$ cat src/rtl/auth_ctrl_param.sv
// Parametrised user ID / password authentication controller.
// Reads the stored password from an external synchronous ROM, tracks failed attempts and enforces a timed lockout.
module auth_ctrl_param #(
  parameter int ID_W        = 4,
  parameter int PW_W        = 4,
  parameter int NUM_USERS   = 16,
  parameter int MAX_TRIES   = 3,
  parameter int TIMEOUT_CYC = 1000,
  parameter int DENY_CYC    = 50,
  parameter int LOCK_CYC    = 5000
) (
  input  logic                           clk,
  input  logic                           reset,
  input  logic [ID_W-1:0]                in_toggle_userid,
  input  logic [PW_W-1:0]                in_toggle_pswd,
  input  logic                           userid_btn,
  input  logic                           pswd_btn,
  input  logic                           logout_btn,
  output logic                           rom_rd,
  output logic [ID_W-1:0]                rom_addr,
  input  logic [PW_W-1:0]                rom_data,
  output logic [ID_W-1:0]                internalid,
  output logic                           authorise_bit,
  output logic                           greenled,
  output logic                           redled,
  output logic                           locked,
  output logic [$clog2(MAX_TRIES+1)-1:0] fail_count
);

  localparam int FC_W    = $clog2(MAX_TRIES + 1);
  localparam int CNT_MAX = (LOCK_CYC > TIMEOUT_CYC)
                           ? ((LOCK_CYC > DENY_CYC) ? LOCK_CYC : DENY_CYC)
                           : ((TIMEOUT_CYC > DENY_CYC) ? TIMEOUT_CYC : DENY_CYC);
  localparam int CNT_W   = $clog2(CNT_MAX + 1);

  localparam logic [2:0] IDLE      = 3'd0;
  localparam logic [2:0] WAIT_PSWD = 3'd1;
  localparam logic [2:0] CHECK     = 3'd2;
  localparam logic [2:0] COMPARE   = 3'd3;
  localparam logic [2:0] GRANTED   = 3'd4;
  localparam logic [2:0] DENIED    = 3'd5;
  localparam logic [2:0] LOCKED    = 3'd6;

  logic [2:0]       state, state_d;
  logic [PW_W-1:0]  pw_q;
  logic [CNT_W-1:0] cnt;
  logic             id_ok, last_try;
  logic             id_ld, pw_ld, cnt_clr, fc_inc, fc_clr;

  assign id_ok    = int'(in_toggle_userid) < NUM_USERS;
  assign last_try = int'(fail_count) == MAX_TRIES - 1;

  always_comb begin
    // NOTE: every signal gets a default before the case so no path leaves it unassigned (no latches).
    state_d = state;
    id_ld   = 1'b0;
    pw_ld   = 1'b0;
    cnt_clr = 1'b0;
    fc_inc  = 1'b0;
    fc_clr  = 1'b0;
    case (state)
      IDLE: begin
        if (userid_btn) begin
          if (id_ok) begin
            id_ld   = 1'b1;
            state_d = WAIT_PSWD;
          end else begin
            state_d = DENIED;
          end
        end
      end
      WAIT_PSWD: begin
        if (logout_btn) begin
          state_d = IDLE;
        end else if (pswd_btn) begin
          pw_ld   = 1'b1;
          state_d = CHECK;
        end else if (userid_btn) begin
          if (id_ok) begin
            id_ld   = 1'b1;
            cnt_clr = 1'b1;
          end else begin
            state_d = DENIED;
          end
        end else if (cnt == CNT_W'(TIMEOUT_CYC - 1)) begin
          state_d = IDLE;
        end
      end
      CHECK:   state_d = COMPARE;
      COMPARE: begin
        if (rom_data == pw_q) begin
          fc_clr  = 1'b1;
          state_d = GRANTED;
        end else begin
          fc_inc  = 1'b1;
          state_d = last_try ? LOCKED : DENIED;
        end
      end
      GRANTED: if (logout_btn) state_d = IDLE;
      DENIED:  if (cnt == CNT_W'(DENY_CYC - 1)) state_d = IDLE;
      LOCKED: begin
        if (cnt == CNT_W'(LOCK_CYC - 1)) begin
          fc_clr  = 1'b1;
          state_d = IDLE;
        end
      end
      default: state_d = IDLE;
    endcase
    // One shared counter times WAIT_PSWD, DENIED and LOCKED; it restarts on every state change.
    if (state_d != state) cnt_clr = 1'b1;
  end

  always_ff @(posedge clk) begin
    // NOTE: sequential state uses non-blocking assignments so all registers update from pre-edge values.
    if (!reset) begin
      state      <= IDLE;
      internalid <= '0;
      pw_q       <= '0;
      cnt        <= '0;
      fail_count <= '0;
    end else begin
      state <= state_d;
      if (id_ld) internalid <= in_toggle_userid;
      if (pw_ld) pw_q <= in_toggle_pswd;
      if (cnt_clr)
        cnt <= '0;
      else if (cnt != CNT_W'(CNT_MAX))
        cnt <= cnt + 1'b1;
      if (fc_clr)
        fail_count <= '0;
      else if (fc_inc && fail_count != FC_W'(MAX_TRIES))
        fail_count <= fail_count + 1'b1;
    end
  end

  assign rom_rd        = (state == CHECK);
  assign rom_addr      = internalid;
  assign authorise_bit = (state == GRANTED);
  assign greenled      = (state == GRANTED);
  assign redled        = (state == DENIED) || (state == LOCKED);
  assign locked        = (state == LOCKED);

endmodule

$ cat config.mk
export PLATFORM = sky130hd
export DESIGN_NAME = auth_ctrl_param
export DESIGN_NICKNAME = d
export VERILOG_FILES = /design/src/rtl/auth_ctrl_param.sv
export SDC_FILE = /design/constraint.sdc
export NUM_CORES = 1
export LEC_CHECK = 0
export CAP_MARGIN = 10
export CORE_UTILIZATION = 53
export CTS_BUF_LIST = sky130_fd_sc_hd__clkbuf_4 sky130_fd_sc_hd__clkbuf_8
export DETAILED_ROUTE_END_ITERATION = 16
export PLACE_DENSITY = 0.78
export SYNTH_ARGS = -nofsm -noshare
export SYNTH_HDL_FRONTEND = slang
export SYNTH_SLANG_ARGS = --single-unit
$ cat constraint.sdc
create_clock -name clk -period 2.5 [get_ports clk]
set_clock_uncertainty 0.05 [all_clocks]
set_input_delay 0.625 -clock clk [delete_from_list [all_inputs] [get_ports clk]]
set_output_delay 0.625 -clock clk [all_outputs]
set_load 0.1 [all_outputs]
## Word level (Yosys, flattened, before mapping)

Cells that the tools add are included.
Widths: inputs -> output; s select.

| word-level totals | value |
|---|---|
| flip-flop bits (word level) | 26 |
| input bits | 17 |
| output and inout port bits | 15 |

| operators by class | value |
|---|---|
| $add $sub $neg | 2 |
| bitwise logic cells | 1 |
| equal/unequal tests | 14 |
| reduce and logical (&&, ||, !) cells | 5 |
| muxes and demuxes | 25 |

Operators by type and width:

| kind | number |
|---|---|
| $mux 3 | 8 |
| $pmux 3 s7 | 1 |
| $add 13x1->13 const B | 1 |
| $eq 13x10->1 const B | 1 |
| $eq 13x13->1 const B | 1 |
| $eq 13x6->1 const B | 1 |
| $ne 13x13->1 const B | 1 |
| $mux 1 | 12 |
| $eq 3x3->1 const B | 3 |
| $eq 3x2->1 const B | 2 |
| $eq 4x4->1 | 1 |
| $mux 2 | 2 |
| $pmux 1 s2 | 2 |
| $reduce_or 2->1 | 2 |
| $eq 3x1->1 const B | 1 |
| $logic_not 3->1 | 1 |
| $ne 3x3->1 | 1 |
| $add 2x1->2 const B | 1 |
| $eq 2x2->1 const B | 1 |
| $ne 2x2->1 const B | 1 |
| $logic_and 1x1->1 | 1 |
| $logic_or 1x1->1 | 1 |
| $not 1->1 | 1 |

## Longest topological paths before layout

| logic depth | value |
|---|---|
| word-level depth | 9 |
| depth in mapped cells | 8 |
| gate-level depth less buffers | 7 |

## Least setup slack after synthesis

No wires, ideal clock.

| path | value |
|---|---|
| path kind | register -> output |
| start point | register state[2] |
| end point | output port greenled |
| data arrival time | 3.306 ns |
| path buffers | 2 |
| slack | -1.481 ns |
| data required time | 1.825 ns |
| stages on the path, launching flop included | 5 |
| path through | dfxtp_1 -> buf_2 -> inv_1 -> nor3_1 -> buf_4 |

| on the way | value |
|---|---|
| longest elaborated chain between the ends | 1 |

RTL lines:

| element | line | text |
|---|---|---|
| from (decl) | 44 | `logic [2:0] state, state_d;` |
| from (signal assigned) | 122 | `state <= state_d;` |
| $eq 3x3->1 | - |  |
| to (decl) | 24 | `output logic greenled,` |

Every way passes these cells.

## Worst setup path after layout

| path | value |
|---|---|
| start point | register state[1] |
| end point | output port locked |

| on the way | value |
|---|---|
| longest elaborated chain between the ends | 1 |

RTL lines:

| element | line | text |
|---|---|---|
| $eq 3x3->1 | 141 | `assign locked = (state == LOCKED);` |
| to (decl) | 26 | `output logic locked,` |

Every way passes these cells.

==> qor.csv <==
metric,value,unit
drc_errors,0,
dp_hpwl,2460,µm
place_ws,-61.5,ps
path_cells,inv_2 -> nor3_2 -> buf_12,
setup_viol,0,
critPathMaxFanout,10,
cp_slowest_stage_delay,660,ps
yosys_most_used_dff,dfxtp_1,
io_pins,32,
yosys.area.top_type,dfxtp_1,
yosys-top-cells-area,"dfxtp_1 33%, nor3_2 7.1%, xor2_1 5.0%, xnor2_1 4.5%, ha_1 4.0%",
dieHeight,56.3,µm
cap_violations,0,
max_slew.worst_pin.slew,619,ps
worstHoldStart,pw_q[3]$_SDFFE_PN0P_,
core_area,2780,µm²
syn_area,1560,µm²
synthTopCellsByCount,"26 x dfxtp_1, 11 x nand3_1, 11 x nor3_1, 11 x nor3_2",
syn_to_final_growth,28.2,%
fin_util,72.0,%
status,finished clean,
startpoint_type,flop,
dp.cells,228,
cts_num_sinks,26,
grt_use_total,22.0,%
grt_start_max_net_pins,17,
via_per_inst,5.73,
yosysSeqAreaShare,33.3,%
post_cts_buffers,0,
cp.arrival,1630,ps
peakVddDrop,595,µV
worst_ep_required_time,1820,ps
die_w,56.3,µm
p_leak,0.000711,µW
fin_crit_sh,92.0,%
cp_num_buf_inv,2,
num_rows,19,
layout-drive-gt1-share,23.9,%
cts_hold_buf,0,
min_path_type,flop to flop,
cp-startpoint,state[1]$_SDFF_PN0_,
design.die.area,3170,µm²
wl_per_cell,14.3,µm
clk_path_buf_depth,2,
diodes,0,
cts_tree,done,
r2r_start,cnt[0]$_SDFFE_PP0P_,
fin_ws,199,ps
synth_seq_cells,26,
postRouteAntennaNets,0,
synth_top_area_share,33.3,%
crit_family,flip-flops,
first_global_vias,1304,
dr.pass1.iters,4,
rsz0062_at_grt,no,
slew_headroom,58.7,%
fin_cells,232,
clkLatencyLatePin,320,ps
postSynthCellCount,172,
drt_iter0_drc,25,
gp_congestion,0.913,
initial_core_util,56.1,%
period_needed,2300,ps
cts_max_level,1,
crit_type,flop to output pin,
power,955,µW
synth-edff-count,0,
grt_overflow,0,
antenna_found_initial,0,
endpoint_kind,output pin,
yosysWarningCount,0,
yosysMostFrequentCell,dfxtp_1,
cts.clk_slew.worst_paths,140,ps
hold_viol,0,
cts_buffers,3,
cts_root_buf,clkbuf_4,
nets,224,
slew_viol_final,0,
grt_pass1_wl,5590,µm
crit_slowest_cell,dfxtp_1,
power.density,477,nW/µm²
num_vias,1330,
synth_fp_nets,194,
max_freq,435,MHz
synth-async-reset-ratio,0,%
finalWirelength,3320,µm
syn_area_per_cell,9.08,µm²
port_buffers,31,
yosys.cell_types.count,44,
[through the flow]
stage	hold WS, ps	cell area (µm²)	setup TNS (ps)
6_report	434	2000	0
5_1_grt	455	2000	0
4_1_cts	439	2000	0
3_5_place_dp	420	1950	-385
3_3_place_gp	406	1950	0
2_1_floorplan	397	1590	-165
[tightest hold or removal path: cells and delay by family, from the launching register on]
family	cells	cell delay [ps]
flops	1	340
compound gates	1	50
simple gates	1	60
[state kept, by name, summed over array words and instances, names as in the netlist]
name / cells
state: 3
internalid: 4
fail_count: 2
cnt: 13
pw_q: 4
[cell families after synthesis]
kind of cell             Yosys count  share of synthesized area [%]
multiplexers                       4                           2.56
flip-flops                        26                           33.3
XOR/XNOR                          17                           9.54
buffers and inverters             18                           6.41
adder cells (fa/ha/maj)            5                           4.01
AND/OR/NAND/NOR                   78                           32.9
AO/OA/AOI/OAI                     24                           11.3
[final timing paths]
check | endpoint | slack (ps) | depth (start not counted)
setup / recovery | locked | 200 | 3
hold / removal | pw_q[3]$_SDFFE_PN0P_ | 430 | 2
setup reg to reg | cnt[12]$_SDFFE_PP0P_ | 260 | 7
hold reg to reg | pw_q[3]$_SDFFE_PN0P_ | 430 | 2
[timing repair]
| item | 4_1_cts | 5_1_grt |
|---|---|---|
| gates resized for setup | 0 | 1 |
| hold endpoints to repair | 0 | 0 |
| endpoints found under the setup margin | 0 | 2 |
[layout by cell type, fill, tap and decap left out, types with 3 or more instances in the layout]
| master | count |
|---|---|
| a21boi_1 | 6 |
| a21oi_1 | 4 |
| buf_12 | 7 |
| buf_4 | 13 |
| clkbuf_4 | 3 |
| clkdlybuf4s50_1 | 16 |
| dfxtp_1 | 25 |
| ha_1 | 5 |
| inv_1 | 6 |
| mux2i_1 | 4 |
| nand2_1 | 10 |
| nand3_1 | 11 |
| nand4_1 | 3 |
| nor2_1 | 9 |
| nor2b_1 | 7 |
| nor3_1 | 8 |
| nor3_2 | 13 |
| o21ai_0 | 4 |
| xnor2_1 | 8 |
| xor2_1 | 9 |
[power breakdown]
part | internal (µW) | switching (µW) | total (µW)
combinational | 83.8 | 141 | 225
clock | 162 | 123 | 286
sequential | 426 | 18.7 | 445
[per-layer routing]
metal	wire (µm)	up-vias	GRT usage [%]
li1	-	662	-
met1	1450	632	26.9
met2	1690	29	38.9
met3	134	7	3.23
met4	47	0	8.71
met5	0	-	0
[cell type report]
cell class,instances,area (µm²)
multi-input combinational,128,965
tap,31,38.8
fill,234,779
timing repair buffer,36,398
sequential,26,522
inverter,7,26.3
clock inverter,1,30.0
clock buffer,3,22.5
Power figures use the tool's default switching activity.
